**src/rtl/timer_pkg.sv**
```systemverilog
// ============================================================================
// Module      : timer_pkg
// Description : Shared state encoding and BCD limits for the countdown timer.
// Revision    : 1.0 - initial release
// ============================================================================
`default_nettype none

package timer_pkg;

  typedef enum logic [1:0] {
    ST_IDLE   = 2'd0,
    ST_RUN    = 2'd1,
    ST_PAUSED = 2'd2,
    ST_DONE   = 2'd3
  } state_t;

  localparam logic [3:0] BCD_MAX_DEC  = 4'd9;
  localparam logic [3:0] BCD_MAX_SEXA = 4'd5;

  function automatic bit digit_ok(input int value, input int max);
    return (value >= 0) && (value <= max);
  endfunction

endpackage

`default_nettype wire

```
**src/rtl/bcd_digit_down.sv**
```systemverilog
// ============================================================================
// Module      : bcd_digit_down
// Description : One down-counting BCD digit that wraps 0 -> MAX and borrows.
// Revision    : 1.0 - initial release
// ============================================================================
`default_nettype none

module bcd_digit_down #(
  parameter logic [3:0] MAX     = 4'd9,
  parameter logic [3:0] RST_VAL = 4'd0
) (
  input  logic       clk,
  input  logic       rst,
  input  logic       dec_en,
  input  logic       load,
  input  logic [3:0] load_val,
  output logic [3:0] q,
  output logic       borrow_out
);

  logic [3:0] q_q;
  logic [3:0] q_d;

  always_comb begin
    q_d = q_q;
    if (load) begin
      q_d = load_val;
    end else if (dec_en) begin
      q_d = (q_q == 4'd0) ? MAX : q_q - 4'd1;
    end
  end

  always_ff @(posedge clk or posedge rst) begin
    if (rst) begin
      q_q <= RST_VAL;
    end else begin
      q_q <= q_d;
    end
  end

  assign q          = q_q;
  assign borrow_out = dec_en & (q_q == 4'd0);

endmodule

`default_nettype wire

```
**src/rtl/bcd_countdown_timer.sv**
```systemverilog
// ============================================================================
// Module      : bcd_countdown_timer
// Description : MM:SS BCD countdown with prescaler, start/pause/load control.
// Revision    : 1.0 - initial release
// ============================================================================
`default_nettype none

module bcd_countdown_timer
  import timer_pkg::*;
#(
  parameter int CLK_FREQ   = 50_000_000,
  parameter int TICK_HZ    = 1,
  parameter int INIT_MIN_T = 0,
  parameter int INIT_MIN_U = 2,
  parameter int INIT_SEC_T = 0,
  parameter int INIT_SEC_U = 0
) (
  input  logic       clk,
  input  logic       reset,
  input  logic       start,
  input  logic       pause,
  input  logic       load,
  output logic [3:0] min_t,
  output logic [3:0] min_u,
  output logic [3:0] sec_t,
  output logic [3:0] sec_u,
  output logic       running,
  output logic       expired,
  output logic       tick
);

  localparam int             DIV       = CLK_FREQ / TICK_HZ;
  localparam int             PW        = (DIV > 2) ? $clog2(DIV) : 1;
  localparam logic [PW-1:0]  PRE_LAST  = PW'(DIV - 1);
  localparam logic [3:0]     C_MIN_T   = 4'(INIT_MIN_T);
  localparam logic [3:0]     C_MIN_U   = 4'(INIT_MIN_U);
  localparam logic [3:0]     C_SEC_T   = 4'(INIT_SEC_T);
  localparam logic [3:0]     C_SEC_U   = 4'(INIT_SEC_U);
  localparam logic           INIT_ZERO = (INIT_MIN_T == 0) && (INIT_MIN_U == 0) &&
                                         (INIT_SEC_T == 0) && (INIT_SEC_U == 0);

  if (!digit_ok(INIT_MIN_T, int'(BCD_MAX_DEC)) || !digit_ok(INIT_MIN_U, int'(BCD_MAX_DEC)) ||
      !digit_ok(INIT_SEC_T, int'(BCD_MAX_SEXA)) || !digit_ok(INIT_SEC_U, int'(BCD_MAX_DEC)))
  begin : g_bad_init
    $error("bcd_countdown_timer: INIT_* reload digits are not a legal MM:SS BCD value");
  end

  if (DIV < 2) begin : g_bad_div
    $error("bcd_countdown_timer: CLK_FREQ/TICK_HZ must be at least 2");
  end

  state_t        state_q, state_d;
  logic [PW-1:0] pre_q, pre_d;
  logic          tick_q, tick_d;
  logic          running_q;
  logic          expired_q;

  logic dec_en;
  logic borrow_su, borrow_st, borrow_mu, borrow_mt;
  logic at_one;

  assign dec_en = (state_q == ST_RUN) && (pre_q == PRE_LAST) && !load;
  assign at_one = ({min_t, min_u, sec_t, sec_u} == 16'h0001);

  always_comb begin
    state_d = state_q;
    pre_d   = pre_q;
    tick_d  = 1'b0;
    if (load) begin
      state_d = ST_IDLE;
      pre_d   = '0;
    end else begin
      case (state_q)
        ST_IDLE: begin
          if (start) begin
            state_d = INIT_ZERO ? ST_DONE : ST_RUN;
            pre_d   = '0;
          end
        end
        ST_RUN: begin
          // The terminal-count decrement always lands, even under pause.
          if (pre_q == PRE_LAST) begin
            pre_d  = '0;
            tick_d = 1'b1;
            if (at_one || borrow_mt) begin
              state_d = ST_DONE;
            end else if (pause && !start) begin
              state_d = ST_PAUSED;
            end
          end else if (pause && !start) begin
            state_d = ST_PAUSED;
          end else begin
            pre_d = pre_q + 1'b1;
          end
        end
        ST_PAUSED: begin
          if (start && !pause) begin
            state_d = ST_RUN;
          end
        end
        ST_DONE: begin
          state_d = ST_DONE;
        end
        default: begin
          state_d = ST_IDLE;
          pre_d   = '0;
        end
      endcase
    end
  end

  always_ff @(posedge clk or posedge reset) begin
    if (reset) begin
      state_q   <= ST_IDLE;
      pre_q     <= '0;
      tick_q    <= 1'b0;
      running_q <= 1'b0;
      expired_q <= 1'b0;
    end else begin
      state_q   <= state_d;
      pre_q     <= pre_d;
      tick_q    <= tick_d;
      running_q <= (state_d == ST_RUN);
      expired_q <= (state_d == ST_DONE);
    end
  end

  bcd_digit_down #(.MAX(BCD_MAX_DEC), .RST_VAL(C_SEC_U)) u_sec_u (
    .clk(clk), .rst(reset), .dec_en(dec_en), .load(load), .load_val(C_SEC_U),
    .q(sec_u), .borrow_out(borrow_su)
  );

  bcd_digit_down #(.MAX(BCD_MAX_SEXA), .RST_VAL(C_SEC_T)) u_sec_t (
    .clk(clk), .rst(reset), .dec_en(borrow_su), .load(load), .load_val(C_SEC_T),
    .q(sec_t), .borrow_out(borrow_st)
  );

  bcd_digit_down #(.MAX(BCD_MAX_DEC), .RST_VAL(C_MIN_U)) u_min_u (
    .clk(clk), .rst(reset), .dec_en(borrow_st), .load(load), .load_val(C_MIN_U),
    .q(min_u), .borrow_out(borrow_mu)
  );

  // A borrow out of the top digit means an underflow; it forces DONE as a guard.
  bcd_digit_down #(.MAX(BCD_MAX_DEC), .RST_VAL(C_MIN_T)) u_min_t (
    .clk(clk), .rst(reset), .dec_en(borrow_mu), .load(load), .load_val(C_MIN_T),
    .q(min_t), .borrow_out(borrow_mt)
  );

  assign running = running_q;
  assign expired = expired_q;
  assign tick    = tick_q;

endmodule

`default_nettype wire

```
**config.mk**
```make
export PLATFORM = sky130hd
export DESIGN_NAME = bcd_countdown_timer
export DESIGN_NICKNAME = d
export VERILOG_FILES = /design/src/rtl/timer_pkg.sv /design/src/rtl/bcd_digit_down.sv /design/src/rtl/bcd_countdown_timer.sv
export SDC_FILE = /design/constraint.sdc
export NUM_CORES = 1
export LEC_CHECK = 0
export ABC_CLOCK_PERIOD_IN_PS = 2400
export BUFFER_PORTS_ARGS = -buffer_cell sky130_fd_sc_hd__buf_2
export CAP_MARGIN = 0
export CORE_MARGIN = 5
export CORE_UTILIZATION = 49
export DETAILED_ROUTE_END_ITERATION = 7
export MAX_ROUTING_LAYER = met4
export PLACE_DENSITY = 0.7
export SETUP_SLACK_MARGIN = 0.05
export SLEW_MARGIN = 5
export SYNTH_ARGS = -nofsm -noshare
export SYNTH_HDL_FRONTEND = slang
export SYNTH_SLANG_ARGS = --single-unit
```
**constraint.sdc**
```tcl
create_clock -name clk -period 2.4 [get_ports clk]
set_clock_uncertainty 0.15 [all_clocks]
set_input_delay 0.24 -clock clk [delete_from_list [all_inputs] [get_ports clk]]
set_output_delay 0.24 -clock clk [all_outputs]
set_load 0.005 [all_outputs]
```
== Yosys cells after proc, flatten, opt, wreduce, memory -nomap -nowiden ==
Index checks and enable logic that the tools add are counted.

* Register bits after elaboration: 47
* Input bits: 5

* Add/subtract/negate cells: 5
* Equal/unequal tests: 9
* Mux-type cells: 27
* Bitwise gates (word level): 4
* Reductions and logical operators: 19

{| class="wikitable"
|+ Operators with widths
! kind !! number
|-
| 2-to-1 mux 26 bit || 4
|-
| case mux 26 bit (2 select lines) || 1
|-
| 2-to-1 mux 4 bit || 12
|-
| adder 26 x 1 -> 26 bit (second input constant) || 1
|-
| == test 26 bit (second input constant) || 1
|-
| == test 16 x 1 -> 1 bit (second input constant) || 1
|-
| zero test 4 bit || 4
|-
| subtractor 4 x 1 -> 4 bit (second input constant) || 4
|-
| 2-to-1 mux 2 bit || 6
|-
| case mux 2 bit (4 select lines) || 1
|-
| nonzero test 2 bit || 4
|-
| == test 2 bit (second input constant) || 3
|-
| AND 1 bit || 4
|-
| == test 2 x 1 -> 1 bit (second input constant) || 2
|-
| logical AND 1 bit || 4
|-
| != test 4 bit (second input constant) || 1
|-
| zero test 1 bit || 3
|-
| 2-to-1 mux 1 bit || 3
|-
| != test 3 bit (second input constant) || 1
|-
| AND reduction 3 bit || 1
|-
| nonzero test 3 bit || 1
|-
| zero test 2 bit || 1
|-
| logical OR 1 bit || 1
|}

== Longest topological paths before layout ==
Gate-level depths: netlist (run 1).

* Depth in word-level cells: 13
* Mapped depth: 9
* Depth with buffers taken out: 7

== By module ==
A second synthesis (run 1) with hierarchy kept.

* Cells, all modules: 306
* Area, all modules: 2732.6 um2

{| class="wikitable"
|+ Modules (own cells, without submodules)
! module !! area each (um2) !! times used !! cells each !! sequential area each (um2)
|-
| bcd_countdown_timer || 1851.8 || 1 || 215 || 775.7
|-
| bcd_digit_down (u_min_t ...) || 226.5 || 2 || 23 || 100.1
|-
| bcd_digit_down (u_min_u) || 227.7 || 1 || 23 || 101.3
|-
| bcd_digit_down (u_sec_t) || 200.2 || 1 || 22 || 100.1
|}

== Worst setup path after synthesis (run 1) ==
No wires, ideal clock.

* Kind: register to register
* Start: register u_sec_u.q_q[0] (netlist: u_sec_u.q[0])
* End: register u_min_u.q_q[2] (netlist: u_min_u.q[2])
* Cell stages (with the launch flop): 8
* Arrival time: 2.158 ns
* Data required time: 2.120 ns
* Period minus slack after synthesis: 2.438 ns
* Buffers on the path: 0
* Setup slack: -0.038 ns
* Cell sequence: dfrtp_1 > inv_1 > ha_1 > or3b_1 > nor2_8 > or4b_4 > mux2_1 > nor2b_1

* Longest elaborated chain between the ends: 4

{| class="wikitable"
|+ RTL lines
! what !! RTL line !! text
|-
| from (decl) || bcd_digit_down.sv:21 || <nowiki>logic [3:0] q_q;</nowiki>
|-
| from (signal assigned) || bcd_digit_down.sv:37 || <nowiki>q_q <= q_d;</nowiki>
|-
| zero test 4 bit || bcd_digit_down.sv:42 || <nowiki>assign borrow_out = dec_en & (q_q == 4'd0);</nowiki>
|-
| AND 1 bit (2 in series) || bcd_digit_down.sv:42 ||
|-
| nonzero test 2 bit (no source line) || - ||
|-
| to (signal assigned) || bcd_digit_down.sv:37 ||
|-
| to (decl) || bcd_digit_down.sv:21 ||
|}

Every way passes these cells.
A chain may end at the register's enable or synchronous reset.

== Worst setup path in the final report (run 1) ==
* Start: register u_sec_u.q_q[0] (netlist: u_sec_u.q[0])
* End: register u_min_u.q_q[3] (netlist: u_min_u.q[3])

Same word-level chain as after synthesis.

==> impl_summary.log, run 1 <==
[metrics] outcome: finished, final reports clean
[metrics] Routability Congestion: 0.809
[metrics] worst hold path depth: 3
[metrics] final HPWL from detailed placement: 4.89 mm
[metrics] worst path arrival time: about 2.4 ns
[metrics] register area share after synthesis: 0.411
[metrics] power consumption: 1.53 mW
[metrics] number of global-route vias before repair: 2,519
[metrics] number of inserted diodes: 0
[metrics] main area contributors after synthesis: sky130_fd_sc_hd__dfrtp_1 40%, sky130_fd_sc_hd__a21oi_1 4.9%, sky130_fd_sc_hd__nand4_1 3.9%, sky130_fd_sc_hd__or3_1 3.5%, sky130_fd_sc_hd__o21ai_0 3.1%
[metrics] antenna violations before repair: 0
[metrics] deepest level of the CTS H-tree: 2
[metrics] DRC viols: 0
[metrics] final hold viol count: 0
[metrics] first-pass GRT wire length: ~12 mm
[metrics] Most used DFF post-synth: sky130_fd_sc_hd__dfrtp_1
[metrics] critical path capture point type: flop
[metrics] Tcrit/Tclk final: 0.974
[metrics] nets in the synthesized netlist: ~330
[metrics] core footprint: between 5000 and 6000 µm²
[metrics] crit-path max cell delay: 0.50 ns
[metrics] overall die height: 86.4 µm
[metrics] Worst Path Buf+Inv: 1
[metrics] area added between synthesis and finish: 19.7%
[metrics] boundary pin count: 24
[metrics] flop2flop setup slack: 0.06 ns
[metrics] shortest period the worst path allows: 2.34 ns
[metrics] worst setup path category: reg2reg
[metrics] Largest delay share family, worst path: simple AND/OR/NAND/NOR gates
[metrics] Final Routed Wirelength: 7.04 mm
[metrics] reported leakage power: 1.49 nW
[metrics] Hold Path Sink: running
[metrics] kind of start point of the critical path: flop
[metrics] peak supply drop: about 0.00025 V
[metrics] number of cells on the worst reg-to-reg path: 7
[metrics] share of the synthesized area in the top cell type: 0.402
[metrics] number of placed cells counting well taps: 420
[metrics] overall die area: 7470 µm²
[metrics] Critical Path Fanout Max: 4
[metrics] Critical Path, Cell by Cell: inv_2 > ha_4 > or3b_4 > nor2_8 > or4b_4 > or3_1 > a21oi_1
[metrics] slowest cell on the critical path: sky130_fd_sc_hd__or4b_4
[metrics] post-synthesis average cell area: roughly 9.0 µm²
[metrics] type of the worst min-delay path: in2reg
[metrics] maximum number of pins on one net before global-route repair: 42
[metrics] clock tree from TritonCTS: built
[metrics] async set-or-reset flop fraction in the synthesized netlist: 1.00
[metrics] number of clock buffers inserted by TritonCTS: 5
[metrics] cells after synthesis: 319
[metrics] launch point of the worst hold path: pause
[metrics] width of the chip: roughly 86 µm
[metrics] largest area contributor in the netlist: sky130_fd_sc_hd__dfrtp_1
[metrics] Setup violations, final: 0
[metrics] number of vias in the routed layout: 2,687
[metrics] gr ovfl total: 0
[metrics] final-layout setup total negative slack: 0 ns
[metrics] post-detailed-route via-to-cell ratio: 6.21
[metrics] NumNets Final: 370
[metrics] #FFs+latches synth: 47
[metrics] fraction of final layout cells with drive strength greater than 1: 0.230
[metrics] Max Fclk: 0.428 GHz
[metrics] number of non-filler instances in the completed layout: 433
[metrics] most common cell in the netlist: sky130_fd_sc_hd__dfrtp_1
[metrics] 1st-pass router iterations: 4
[metrics] Max-Slew Margin vs Limit: 0.669
[metrics] initial cell density of the core: 0.510
[metrics] Syn. warnings: 0
[metrics] overall fraction of global-route tracks in use: 0.198
[metrics] endpoint required time on the critical path: 2.48 ns
[metrics] Power per Cell Area: 447 nW/µm²
[metrics] Core Rows: 27
[metrics] number of maximum-capacitance violations: 0
[metrics] start of the worst register-to-register path: u_sec_u.q[0]
[metrics] Slew Limit Fails: 0
[metrics] library cell used as clock root buffer: sky130_fd_sc_hd__clkbuf_8
[metrics] netlist area before placement: around 2900 µm²
[metrics] total clock sinks: 47
[metrics] slew of the pin with the lowest slew margin: 0.495 ns
[metrics] endpoint of the worst-slack reg-to-reg timing path: u_min_u.q[3]
[metrics] synth unique cells: 53
[metrics] number of nets still failing antenna checks after routing: 0
[metrics] Worst Hold Margin: 0.135 ns
[metrics] clock latency on the worst-skew pair: 0.31 ns
[metrics] total of buffers placed on input and output ports: 23
[metrics] Clock transition at path regs: 0.10 ns
[metrics] most frequent cells after synthesis: 46 x sky130_fd_sc_hd__dfrtp_1, 28 x sky130_fd_sc_hd__a21oi_1, 18 x sky130_fd_sc_hd__nand4_1, 18 x sky130_fd_sc_hd__o21ai_0
[metrics] maximum clock insertion buffer count: 2
[metrics] violation count after the first detailed-routing iteration: 112
[metrics] average detailed-routed wire length per instance: 16.3 µm
[metrics] unrepaired setup endpoints after global routing: true
[metrics] count of flip-flops with a built-in enable after synthesis: 0
[cell type report]
type	instances	area, µm²
Clock inverter	2	35.0
Tap cell	72	90.1
Inverter	8	30.0
Multi-Input combinational cell	245	1630
Fill cell	516	2180
Sequential cell	47	1180
Clock buffer	6	82.6
Timing Repair Buffer	53	380
[worst reg2reg max path, cell delays in order (launching register included)]
cell	delay, ns
sky130_fd_sc_hd__dfrtp_1	0.40
sky130_fd_sc_hd__inv_2	0.08
sky130_fd_sc_hd__ha_4	0.13
sky130_fd_sc_hd__or3b_4	0.41
sky130_fd_sc_hd__nor2_8	0.09
sky130_fd_sc_hd__or4b_4	0.50
sky130_fd_sc_hd__or3_1	0.34
sky130_fd_sc_hd__a21oi_1	0.15
[worst max-delay path by stage]
stage | depth (start not counted) | start | to
6_report | 7 | u_sec_u.q[0] | u_min_u.q[3]
5_1_grt | 7 | u_sec_u.q[0] | u_min_u.q[3]
4_1_cts | 7 | u_sec_u.q[0] | u_min_u.q[2]
3_5_place_dp | 7 | u_sec_u.q[1] | u_min_u.q[2]
3_3_place_gp | 7 | u_sec_u.q[1] | u_min_u.q[2]
2_1_floorplan | 7 | u_sec_u.q[0] | u_min_u.q[2]
[registers in the layout, indices dropped and copies added (netlist names)]
name       count
expired        1
u_min_t.q      4
tick           1
u_min_u.q      4
u_sec_u.q      4
running        1
u_sec_t.q      4
pre_q         26
state_q        2
[report_power, final]
group	internal, mW	switching (mW)
Sequential	0.795	0.00170
Combinational	0.0421	0.0752
Clock	0.338	0.280
[cell families (layout without fill, tap and decap cells)]
group	after synthesis	after routing	synth area share
compound gates	91	91	0.203
xor+xnor	1	1	0.00306
fa+ha+maj	5	5	0.0219
buf+inv	27	69	0.0424
flops	47	47	0.411
mux	3	3	0.0109
simple gates	145	145	0.307
[metrics by stage]
| step | setup WS, ns | cell area (µm²) | util |
|---|---|---|---|
| after detailed placement | 0.0448 | 3220 | 0.574 |
| final | 0.0633 | 3430 | 0.611 |
| after CTS | 0.0403 | 3360 | 0.600 |
| after global routing | 0.00995 | 3430 | 0.611 |
| after global placement | 0.0805 | 3220 | 0.574 |
| after floorplan | 0.0344 | 2870 | - |
[cells in the final DEF (no fill, tap or decap), types with 3 or more instances in the layout]
| cell | instances |
|---|---|
| sky130_fd_sc_hd__a31oi_1 | 9 |
| sky130_fd_sc_hd__o21ba_1 | 3 |
| sky130_fd_sc_hd__nor3_1 | 5 |
| sky130_fd_sc_hd__and3_1 | 6 |
| sky130_fd_sc_hd__o31ai_1 | 9 |
| sky130_fd_sc_hd__nor4_1 | 7 |
| sky130_fd_sc_hd__a21oi_1 | 28 |
| sky130_fd_sc_hd__ha_1 | 4 |
| sky130_fd_sc_hd__buf_4 | 26 |
| sky130_fd_sc_hd__o21a_1 | 3 |
| sky130_fd_sc_hd__and4_1 | 4 |
| sky130_fd_sc_hd__nor2_1 | 16 |
| sky130_fd_sc_hd__nand4_1 | 18 |
| sky130_fd_sc_hd__nand2b_1 | 3 |
| sky130_fd_sc_hd__o21ai_1 | 3 |
| sky130_fd_sc_hd__dfrtp_1 | 46 |
| sky130_fd_sc_hd__buf_12 | 3 |
| sky130_fd_sc_hd__nor3b_1 | 3 |
| sky130_fd_sc_hd__clkbuf_8 | 6 |
| sky130_fd_sc_hd__nand3_1 | 16 |
| sky130_fd_sc_hd__buf_2 | 23 |
| sky130_fd_sc_hd__o21ai_0 | 18 |
| sky130_fd_sc_hd__or3_1 | 16 |
| sky130_fd_sc_hd__nor2b_1 | 6 |
| sky130_fd_sc_hd__or4_1 | 9 |
| sky130_fd_sc_hd__inv_1 | 5 |
| sky130_fd_sc_hd__nand2_1 | 17 |
| sky130_fd_sc_hd__inv_2 | 3 |
[routing by layer]
layer	vias up	routed length (µm)	global-route usage
met5	-	0	-
met4	0	78	0.0567
met3	6	281	0.0323
met2	56	3500	0.320
met1	1324	3180	0.256
li1	1301	-	-
[repair_timing]
| item | CTS | global route |
|---|---|---|
| setup buffers | 2 | 2 |
| pin swaps | 0 | 3 |
| endpoints found under the hold margin | 21 | 0 |
| hold buffers | 1 | 0 |
| gates resized for setup | 3 | 10 |
| endpoints found under the setup margin | 4 | 11 |
No activity file was read; power rests on OpenSTA's default activity.
==> run 2: changes to the inputs <==
--- a/config.mk
+++ b/config.mk
@@ -17,4 +17,5 @@
 export SLEW_MARGIN = 5
 export SYNTH_ARGS = -nofsm -noshare
 export SYNTH_HDL_FRONTEND = slang
+export SYNTH_HIERARCHICAL = 1
 export SYNTH_SLANG_ARGS = --single-unit
==> run 2 against run 1 <==
The run now ends with setup timing left. Sequential power rose by 8.2%. Cell area up 14%. Hold slack gained 0.010 ns. Combinational power increased by 120%. Maximum frequency down 49%. Clock-buffer cell count is 1 lower. Power rose by 6.6%. Die area shrank 4.0%. Register-to-register slack got worse by 2.2 ns. Utilization rose by 10 points. Flip-flop and latch count is the same. Synthesized area is 4.5% lower. Largest cell class unchanged. Highest routed layer unchanged.
==> impl_summary.log, run 2 <==
[metrics] outcome: finished with violations
[metrics] violated checks: setup timing
[metrics] reported leakage power: 1.71 nW
[metrics] initial cell density of the core: 0.499
[metrics] final HPWL from detailed placement: roughly 5.0 mm
[metrics] overall die area: 7170 µm²
[metrics] Most common cell on crit path: sky130_fd_sc_hd__nor4b_4
[metrics] synth unique cells: 51
[metrics] core footprint: 5470 µm²
[metrics] final hold viol count: 0
[metrics] peak supply drop: about 0.00032 V
[metrics] netlist area before placement: roughly 2700 µm²
[metrics] slew of the pin with the lowest slew margin: 0.537 ns
[metrics] total clock sinks: 47
[metrics] Max Fclk: 0.220 GHz
[metrics] largest area contributor in the netlist: sky130_fd_sc_hd__dfrtp_1
[metrics] most common cell in the netlist: sky130_fd_sc_hd__dfrtp_1
[metrics] overall fraction of global-route tracks in use: 0.225
[metrics] violation count after the first detailed-routing iteration: 270
[metrics] area added between synthesis and finish: 42.8%
[metrics] number of filler instances in the final layout: 426
[metrics] post-detailed-route via-to-cell ratio: 5.72
[metrics] Routability Congestion: between 0.8 and 0.9
[metrics] gr ovfl total: 0
[metrics] crit-path max cell delay: between 0.5 and 0.6 ns
[metrics] number of maximum-capacitance violations: 0
[metrics] main area contributors after synthesis: sky130_fd_sc_hd__dfrtp_1 42%, sky130_fd_sc_hd__o21ai_0 4.4%, sky130_fd_sc_hd__nand2_1 3.8%, sky130_fd_sc_hd__nor2_1 3.7%, sky130_fd_sc_hd__a21oi_1 3.5%
[metrics] most frequent cells after synthesis: 46 x sky130_fd_sc_hd__dfrtp_1, 28 x sky130_fd_sc_hd__nand2_1, 27 x sky130_fd_sc_hd__nor2_1
[metrics] Slew Limit Fails: 0
[metrics] number of clock buffers inserted by TritonCTS: 5
[metrics] Power per Cell Area: 419 nW/µm²
[metrics] leading cell types in the layout, fill and taps excluded: 70 x sky130_fd_sc_hd__buf_4, 46 x sky130_fd_sc_hd__dfrtp_1, 29 x sky130_fd_sc_hd__o21ai_1
[metrics] flop2flop setup slack: -2.15 ns
[metrics] total placed instance area: 3440 µm²
[metrics] clock latency on the worst-skew pair: 0.31 ns
[metrics] number of non-filler instances in the completed layout: around 500
[metrics] cells after synthesis: between 300 and 400
[metrics] end-of-flow core utilization: 0.713
[metrics] 1st-pass router iterations: 5
[metrics] Largest Register: pre_q
[metrics] count of flip-flops with a built-in enable after synthesis: 0
[metrics] Max-Slew Margin vs Limit: 0.641
[metrics] Critical Path, Cell by Cell: or4_4 > or4_4 > or2_4 > and2b_2 > nor4b_4 > nor2b_4 > or4b_4 > nor2_4 > nor4b_4 > nor2b_4 > nor4b_4 > nor2b_1 > a41oi_1 > nor2_2 > a2111oi_1 > a211o_1
[metrics] post-placement setup slack: -2.14 ns
[metrics] unrepaired setup endpoints after global routing: true
[metrics] number of flip-flops under the largest register name: 26
[metrics] endpoint required time on the critical path: 2.46 ns
[metrics] number of placed cells counting well taps: 468
[metrics] #FFs+latches synth: 47
[metrics] shortest period the worst path allows: 4.55 ns
[metrics] post-layout instance area: 3900 µm²
[metrics] slowest cell on the critical path: sky130_fd_sc_hd__or4_4
[metrics] first-pass GRT wire length: 12.7 mm
[metrics] number of global-route vias before repair: 2,728
[metrics] Syn. warnings: 6
[metrics] average detailed-routed wire length per instance: 16.3 µm
[metrics] Clock transition at path regs: about 0.1 ns
[metrics] width of the chip: 84.7 µm
[metrics] Core Rows: 27
[metrics] maximum clock insertion buffer count: 2
[metrics] library cell used as clock root buffer: sky130_fd_sc_hd__clkbuf_8
[metrics] Most used DFF post-synth: sky130_fd_sc_hd__dfrtp_1
[metrics] maximum number of pins on one net before global-route repair: 34
[metrics] register area share after synthesis: 0.431
[metrics] number of vias in the routed layout: 2,845
[metrics] Worst Hold Margin: 0.145 ns
[metrics] type of the worst min-delay path: in2reg
[metrics] Worst Path Buf+Inv: 0
[metrics] Tcrit/Tclk final: 1.90
[metrics] number of nets still failing antenna checks after routing: 0
[metrics] overall die height: 84.7 µm
[metrics] fraction of final layout cells with drive strength greater than 1: 0.376
[metrics] deepest level of the CTS H-tree: 2
[metrics] async set-or-reset flop fraction in the synthesized netlist: 1.00
[metrics] critical path capture point type: flop
[metrics] NumNets Final: 430
[metrics] total of buffers placed on input and output ports: 23
[metrics] antenna violations before repair: 0
[metrics] Largest delay share family, worst path: simple AND/OR/NAND/NOR gates
[metrics] boundary pin count: 24
[metrics] DRC viols: 0
[metrics] Setup violations, final: 47
[metrics] Final Routed Wirelength: 8.12 mm
[metrics] worst setup path category: reg2reg
[metrics] clock tree from TritonCTS: built
[metrics] post-synthesis average cell area: 8.93 µm²
[metrics] worst path arrival time: 4.61 ns
[metrics] number of inserted diodes: 0
[metrics] kind of start point of the critical path: flop
[metrics] Critical Path Fanout Max: 2
[metrics] min setup slack post-route: -2.15 ns
[metrics] most common cell after layout, fill and taps aside: sky130_fd_sc_hd__buf_4
[metrics] share of the synthesized area in the top cell type: 0.421
run 2: cell count changes after synthesis, sizes merged, moves of 7 or more:
cell / before / now
clkbuf: 10 / 1
or3: 16 / 7
nor2: 17 / 30
nand4: 18 / 10
xnor2: 0 / 7
o21ai: 21 / 39
nand2: 17 / 28
run 2: logic make-up after synthesis:
| logic type | Yosys count | synth area share |
|---|---|---|
| xor+xnor | 7 | 0.0224 |
| simple gates | 135 | 0.288 |
| compound gates | 92 | 0.207 |
| other cells | 2 | 0.00275 |
| flops | 47 | 0.431 |
| fa+ha+maj | 1 | 0.00458 |
| buf+inv | 22 | 0.0444 |
run 2: final cells by class:
class,instances,area [µm²],share of cell area
multi-input cells,253,1700,0.436
flip-flops and latches,47,1180,0.302
repair buffers,103,786,0.201
well taps,72,90.1,0.0231
clock buffers,5,68.8,0.0176
inverters,14,52.6,0.0135
clock inverters,3,27.5,0.00706
run 2: where the power goes:
part           switching, mW  leakage [nW]  internal (mW)
registers             0.0409         0.616          0.821
logic                  0.141          1.05          0.115
clock network          0.298        0.0467          0.216
total                  0.480          1.71           1.15
run 2: layer usage:
metal / wire (µm) / up-vias / GRT usage
met2: 4250 / 97 / 0.397
met4: 176 / 0 / 0.0619
met3: 417 / 25 / 0.0383
met5: 0 / - / -
met1: 3280 / 1360 / 0.264
li1: - / 1363 / -
run 2: per-stage QoR:
step	total power, mW	setup TNS (ns)
final	1.63	-34.42
after global routing	1.71	-38.28
after CTS	1.63	-31.76
after detailed placement	1.09	-27.41
after global placement	1.09	-25.60
after floorplan	0.994	-28.32
run 2: repair_timing:
item | CTS | global route
setup endpoints to repair | 46 | 47
hold endpoints to repair | 47 | 0
cloned | 2 | 1
pin swaps | 16 | 14
buffers inserted | 17 | 12
gates resized for setup | 32 | 25
hold buffers | 1 | 0
run 2: tightest hold or removal path: stages:
cell and delay (ns):
sky130_fd_sc_hd__buf_2 0.11, sky130_fd_sc_hd__a21oi_1 0.16, sky130_fd_sc_hd__a211oi_2 0.06
run 2: final timing paths:
check                      depth (start not counted)       from           end
max                                               16  pre_q[11]       running
min                                                3      start    state_q[0]
max reg2reg                                       16  pre_q[11]       running
min reg2reg                                        2  pre_q[22]     pre_q[22]
max in group asynchronous                          4      reset     pre_q[13]
min in group asynchronous                          3      reset  u_min_u/q[2]
